--- src/rtl/trng_entropy_sequencer.sv ---
// trng_entropy_sequencer: samples an asynchronous 8-bit random source at a
// programmable rate, runs a repetition-count health test on every sample and
// packs passing bytes little-endian into 32-bit words queued in a small
// first-word-fall-through FIFO for the seed consumer.
module trng_entropy_sequencer #(
  parameter int SAMPLE_DIV = 16,
  parameter int REP_LIMIT  = 8,
  parameter int FIFO_DEPTH = 4
) (
  input  logic                          clk_clk,
  input  logic                          reset_reset_n,
  input  logic                          enable,
  input  logic [7:0]                    pi_random,
  input  logic                          seed_ready,
  input  logic                          clear_fail,
  output logic                          seed_valid,
  output logic [31:0]                   seed_data,
  output logic                          health_fail,
  output logic [$clog2(FIFO_DEPTH):0]   fifo_level
);

  localparam int PTR_W = $clog2(FIFO_DEPTH);
  localparam int LVL_W = PTR_W + 1;
  localparam logic [15:0]      DIV_LAST = 16'(SAMPLE_DIV - 1);
  localparam logic [7:0]       REP_TRIP = 8'(REP_LIMIT);
  localparam logic [LVL_W-1:0] FULL_LVL = LVL_W'(FIFO_DEPTH);

  typedef enum logic [1:0] {
    IDLE   = 2'd0,
    SAMPLE = 2'd1,
    FAIL   = 2'd2
  } state_t;

  state_t state, state_next;

  logic [7:0]       samp_meta;
  logic [7:0]       samp_sync;
  logic [15:0]      div_cnt;
  logic [1:0]       byte_idx;
  logic [23:0]      partial;
  logic [7:0]       rep_cnt;
  logic [7:0]       prev;
  logic [7:0]       rep_next;
  logic [31:0]      mem [FIFO_DEPTH];
  logic [PTR_W-1:0] wr_ptr;
  logic [PTR_W-1:0] rd_ptr;
  logic [LVL_W-1:0] level;

  logic        fifo_full;
  logic        pop;
  logic        stall;
  logic        div_adv;
  logic        sample_evt;
  logic        trip;
  logic        push;
  logic        hold_clear;
  logic [31:0] push_word;

  // Datapath decode: stall when full without a pop, sample on the last divider count
  assign fifo_full   = (level == FULL_LVL);
  assign seed_valid  = (level != '0);
  assign seed_data   = seed_valid ? mem[rd_ptr] : 32'h0;
  assign fifo_level  = level;
  assign health_fail = (state == FAIL);
  assign pop         = seed_valid && seed_ready;
  assign stall       = fifo_full && !pop;
  assign div_adv     = (state == SAMPLE) && enable && !stall;
  assign sample_evt  = div_adv && (div_cnt == DIV_LAST);
  assign rep_next    = (rep_cnt == 8'd0)   ? 8'd1 :
                       (samp_sync == prev) ? rep_cnt + 8'd1 : 8'd1;
  assign trip        = sample_evt && (rep_next == REP_TRIP);
  assign push        = sample_evt && !trip && (byte_idx == 2'd3);
  assign push_word   = {samp_sync, partial};
  assign hold_clear  = (state != SAMPLE) || !enable || trip;

  // Two-flop synchroniser for the asynchronous random source
  always_ff @(posedge clk_clk or negedge reset_reset_n) begin
    if (!reset_reset_n) begin
      samp_meta <= 8'h0;
      samp_sync <= 8'h0;
    end else begin
      samp_meta <= pi_random;
      samp_sync <= samp_meta;
    end
  end

  // State register
  always_ff @(posedge clk_clk or negedge reset_reset_n) begin
    if (!reset_reset_n) begin
      state <= IDLE;
    end else begin
      state <= state_next;
    end
  end

  // Next-state logic: a health trip wins over everything except leaving on enable=0
  always_comb begin
    state_next = state;
    case (state)
      IDLE: begin
        if (enable) state_next = SAMPLE;
      end
      SAMPLE: begin
        if (!enable)   state_next = IDLE;
        else if (trip) state_next = FAIL;
      end
      FAIL: begin
        if (clear_fail) state_next = IDLE;
      end
      default: state_next = IDLE;
    endcase
  end

  // Sample divider, repetition counter and partial-word packing
  always_ff @(posedge clk_clk or negedge reset_reset_n) begin
    if (!reset_reset_n) begin
      div_cnt  <= 16'h0;
      byte_idx <= 2'd0;
      partial  <= 24'h0;
      rep_cnt  <= 8'h0;
      prev     <= 8'h0;
    end else if (hold_clear) begin
      div_cnt  <= 16'h0;
      byte_idx <= 2'd0;
      partial  <= 24'h0;
      rep_cnt  <= 8'h0;
      prev     <= 8'h0;
    end else begin
      if (div_adv) begin
        div_cnt <= (div_cnt == DIV_LAST) ? 16'h0 : div_cnt + 16'd1;
      end
      if (sample_evt) begin
        rep_cnt  <= rep_next;
        prev     <= samp_sync;
        byte_idx <= byte_idx + 2'd1;
        case (byte_idx)
          2'd0:    partial[7:0]   <= samp_sync;
          2'd1:    partial[15:8]  <= samp_sync;
          2'd2:    partial[23:16] <= samp_sync;
          default: partial        <= 24'h0;
        endcase
      end
    end
  end

  // FIFO pointers and occupancy; a health trip flushes the queue
  always_ff @(posedge clk_clk or negedge reset_reset_n) begin
    if (!reset_reset_n) begin
      wr_ptr <= '0;
      rd_ptr <= '0;
      level  <= '0;
    end else if (trip) begin
      wr_ptr <= '0;
      rd_ptr <= '0;
      level  <= '0;
    end else begin
      if (push) wr_ptr <= wr_ptr + PTR_W'(1);
      if (pop)  rd_ptr <= rd_ptr + PTR_W'(1);
      if (push && !pop)      level <= level + LVL_W'(1);
      else if (pop && !push) level <= level - LVL_W'(1);
    end
  end

  // FIFO storage; contents are masked by seed_valid so no reset is needed
  always_ff @(posedge clk_clk) begin
    if (push) mem[wr_ptr] <= push_word;
  end

endmodule

--- config.mk ---
export PLATFORM = sky130hd
export DESIGN_NAME = trng_entropy_sequencer
export DESIGN_NICKNAME = d
export VERILOG_FILES = /design/src/rtl/trng_entropy_sequencer.sv
export SDC_FILE = /design/constraint.sdc
export NUM_CORES = 1
export LEC_CHECK = 0
export ABC_AREA = 0
export ABC_CLOCK_PERIOD_IN_PS = 3790
export CAP_MARGIN = 20
export CORE_AREA = 2 2 162 164
export CTS_CLUSTER_SIZE = 24
export DETAILED_ROUTE_END_ITERATION = 10
export DIE_AREA = 0 0 164 166
export GPL_TIMING_DRIVEN = 0
export SYNTH_ARGS = -nofsm -noshare
export SYNTH_HDL_FRONTEND = slang
export SYNTH_SLANG_ARGS = --single-unit
export TNS_END_PERCENT = 30
--- constraint.sdc ---
create_clock -name clk_clk -period 3.79 [get_ports clk_clk]
set_clock_uncertainty 0.05 [all_clocks]
set_input_delay 0.758 -clock clk_clk [delete_from_list [all_inputs] [get_ports clk_clk]]
set_output_delay 0.758 -clock clk_clk [all_outputs]
set_load 0.01 [all_outputs]
==> results of run 1 <==
==> metrics by stage <==
stage | cell area (um^2) | cells | TNS, ps
2_1_floorplan | 8800 | 554 | 0
3_3_place_gp | 9710 | 938 | -174850
3_5_place_dp | 9800 | 942 | -2810
4_1_cts | 10500 | 982 | -2.01
5_1_grt | 10500 | 981 | 0
6_report | 10500 | 981 | 0
==> repair_timing <==
| item | in CTS | in global routing |
|---|---|---|
| setup endpoints to repair | 2 | 28 |
| pin swaps | 0 | 0 |
| setup buffers | 0 | 0 |
| resized for setup | 0 | 3 |
| gates cloned | 0 | 0 |
==> cell usage in the layout, fill, tap and decap left out, types with 6 or more instances in the layout <==
master | Yosys | final
and3_1 | 10 | 6
xnor2_1 | 14 | 14
nor2_1 | 24 | 24
ha_1 | 11 | 11
nand2_1 | 25 | 25
and2_1 | 36 | 36
a22o_1 | 32 | 32
inv_1 | 10 | 10
dfrtp_1 | 83 | 83
clkdlybuf4s50_1 | 0 | 48
edfxtp_1 | 128 | 128
mux4_2 | 32 | 32
clkbuf_16 | 0 | 23
clkbuf_1 | 14 | 14
nor3_1 | 8 | 8
nand3_1 | 13 | 13
nand4_1 | 8 | 8
o21ai_0 | 9 | 9
a21oi_1 | 9 | 9
xor2_1 | 12 | 12
==> synth_stat cells (11+ instances only) <==
master    instances  share of area
nand2_1          25          0.011
ha_1             11          0.016
mux4_2           32          0.082
dfrtp_1          83           0.24
nor2_1           24          0.010
edfxtp_1        128           0.44
clkbuf_1         14         0.0060
nand3_1          13         0.0074
and2_1           36          0.026
xor2_1           12          0.012
xnor2_1          14          0.014
a22o_1           32          0.032
==> layout make-up <==
type | instances | area share
Clock inverter | 12 | 0.00915
Clock buffer | 28 | 0.0593
Sequential cell | 211 | 0.563
Inverter | 10 | 0.00357
Buffer | 23 | 0.0114
Multi-Input combinational cell | 309 | 0.260
Tap cell | 335 | 0.0398
Timing Repair Buffer | 53 | 0.0547
==> how the worst min path moves through the flow <==
| stage | end | cells after the start | slack [ps] |
|---|---|---|---|
| 2_1_floorplan | samp_sync[0] | 0 | 280 |
| 6_report | rep_cnt[1] | 1 | 140 |
| 4_1_cts | rep_cnt[1] | 1 | 150 |
| 5_1_grt | div_cnt[3] | 1 | 170 |
| 3_5_place_dp | samp_sync[3] | 0 | 280 |
| 3_3_place_gp | samp_sync[6] | 0 | 280 |
==> state kept, by name, indices dropped and copies added, names as in the netlist <==
name        count
mem           128
partial        24
div_cnt        16
prev            8
rep_cnt         8
samp_meta       8
samp_sync       8
fifo_level      3
byte_idx        2
rd_ptr          2
state           2
wr_ptr          2
==> critical path, cell delays in order (launching register included) <==
cell and delay (ps):
dfrtp_1 480, or3_1 150, clkbuf_1 470, clkbuf_1 410
and2_1 250, clkdlybuf4s50_1 550
==> per-layer routing <==
metal  track usage  share of wire  vias to the layer above  routed length, um
met5             0              0                        -                  0
met4        0.0297          0.014                        0                250
met3        0.0207          0.036                       23                624
met2         0.223           0.50                       95               8620
met1         0.174           0.45                     2554               7760
li1              -              -                     2275                  -
==> power groups by stage <==
stage | sequential [mW] | clock [mW] | combinational (mW)
finish | 2.45 | 2.08 | 0.0642
global route | 2.45 | 2.22 | 0.0731
CTS | 2.45 | 2.14 | 0.0665
detailed placement | 2.50 | 0 | 0.0662
global placement | 2.50 | 0 | 0.0613
floorplan | 2.49 | 0 | 0.0221
==> cells by family (layout without fill, tap and decap cells) <==
group           count (synthesis)  count (layout)  share of synthesized area
compound gates                 74              74                     0.0661
xor+xnor                       26              26                     0.0259
fa+ha+maj                      12              12                     0.0179
buf+inv                        34             126                     0.0179
flops                         211             211                      0.672
mux                            35              35                     0.0855
simple gates                  162             162                      0.114
==> results.txt, run 1 <==
Status -> completed
Yosys Warn Count -> 0
Clock buffer depth -> 3
FF-to-FF path depth -> 7
Tot Pwr -> 4.60 mW
Filler cells -> 2273
Die X -> 164 um
Drt first pass iters -> 4
Port bufs -> 49
Worst setup margin -> 176 ps
Clk root buf -> clkbuf_16
Tot GR Track Use -> 0.130
Vias in the first global route -> 5182
Final setup fails -> 0
Post-Route WL -> 17.3 mm
Lkg Pwr -> 3.91 nW
Rows -> 59
Hold-fix buffers, CTS -> 0
Async SR Flop Fraction -> 0.393
Core ar. -> 25600 um^2
Clock Sinks -> 211
Final-report max-slew violation count -> 0
P_sw -> 908 uW
# IOs -> 50
CP endpoint kind -> output pin
Final period util -> 0.954
Worst reg2reg startpoint -> div_cnt[0]
CTS tree -> yes
Starting density of the core -> 0.344
RSZ-0062 raised after global routing -> no
# DRC -> 0
Crit. Startpoint -> fifo_level[1]
First-pass GRT wire length -> 28.1 mm
P_int -> 3.69 mW
Storage cell area -> 5920 um^2
R2r endpoint -> mem[2][28]
Period minus WS final -> 3610 ps
Hold/Removal Path Class -> in2async
Reg2Reg Setup Slack -> 470 ps
Sw Ratio -> 0.197
Distinct cell type count after synthesis -> 64
HPWL after detailed placement -> 11.4 mm
Final hold vios -> 0
Htree depth -> 1
1st-iter DRT viols -> 275
Main synth FF type -> edfxtp_1
Detail Route Antenna Nets -> 0
Syn nets -> 579
Gp weighted congestion -> 0.826
Total gr overflow -> 0
Required time of the critical path -> 2980 ps
Max-cap viol count -> 0
Via/cell ratio -> 5.04
Cell count after synthesis -> 554
Fmax -> 277 MHz
Combinational share of power -> 0.014
Worst slack, placed -> -89.2 ps
Critical Path Fanout Max -> 10
Die area -> 27200 um^2
Reg power frac -> 0.533
Worst skew pair latency -> 500 ps
Diodes inserted -> 0
PwrDens -> 437 nW/um^2
CP Capture Point -> seed_data[23]
Register area share after synthesis -> 0.672
Layout cells sized above 1 -> 0.164
Synth Cell Area -> 8800 um^2
Avg Inst Size Synth -> 15.9 um^2
Die height -> 166 um
Num CTS Buffers -> 22
EDFF count, synth -> 128
Clock-pin slew on the worst setup and hold paths -> 60 ps
Hold Worst Slack -> 140 ps
Register bit total from synthesis -> 211
Fin util -> 0.411
Area of the multi-input gates -> 2730 um^2
Critical setup path kind -> reg2out
Tightest Pin Transition -> 1080 ps
Worst vdd ir -> 279 uV
Layout overhead on the synthesized area -> 19.5%
Clk network pwr share -> 0.453
Vias -> 4947
Relative slew slack -> 0.273
Initial antenna violation count -> 0
Nets -> 655
CP Launch Type -> register
Largest net degree at the start of global routing -> 57
Critical Path AT -> 2810 ps
Routed len/inst -> 17.6 um
Power figures use the tool's default switching activity.
==> run 2: changes to the inputs <==
- HOLD_SLACK_MARGIN: unset -> 0.02
==> results of run 2 <==
The final DEF is identical to that of run 1; final timing and power are the same.
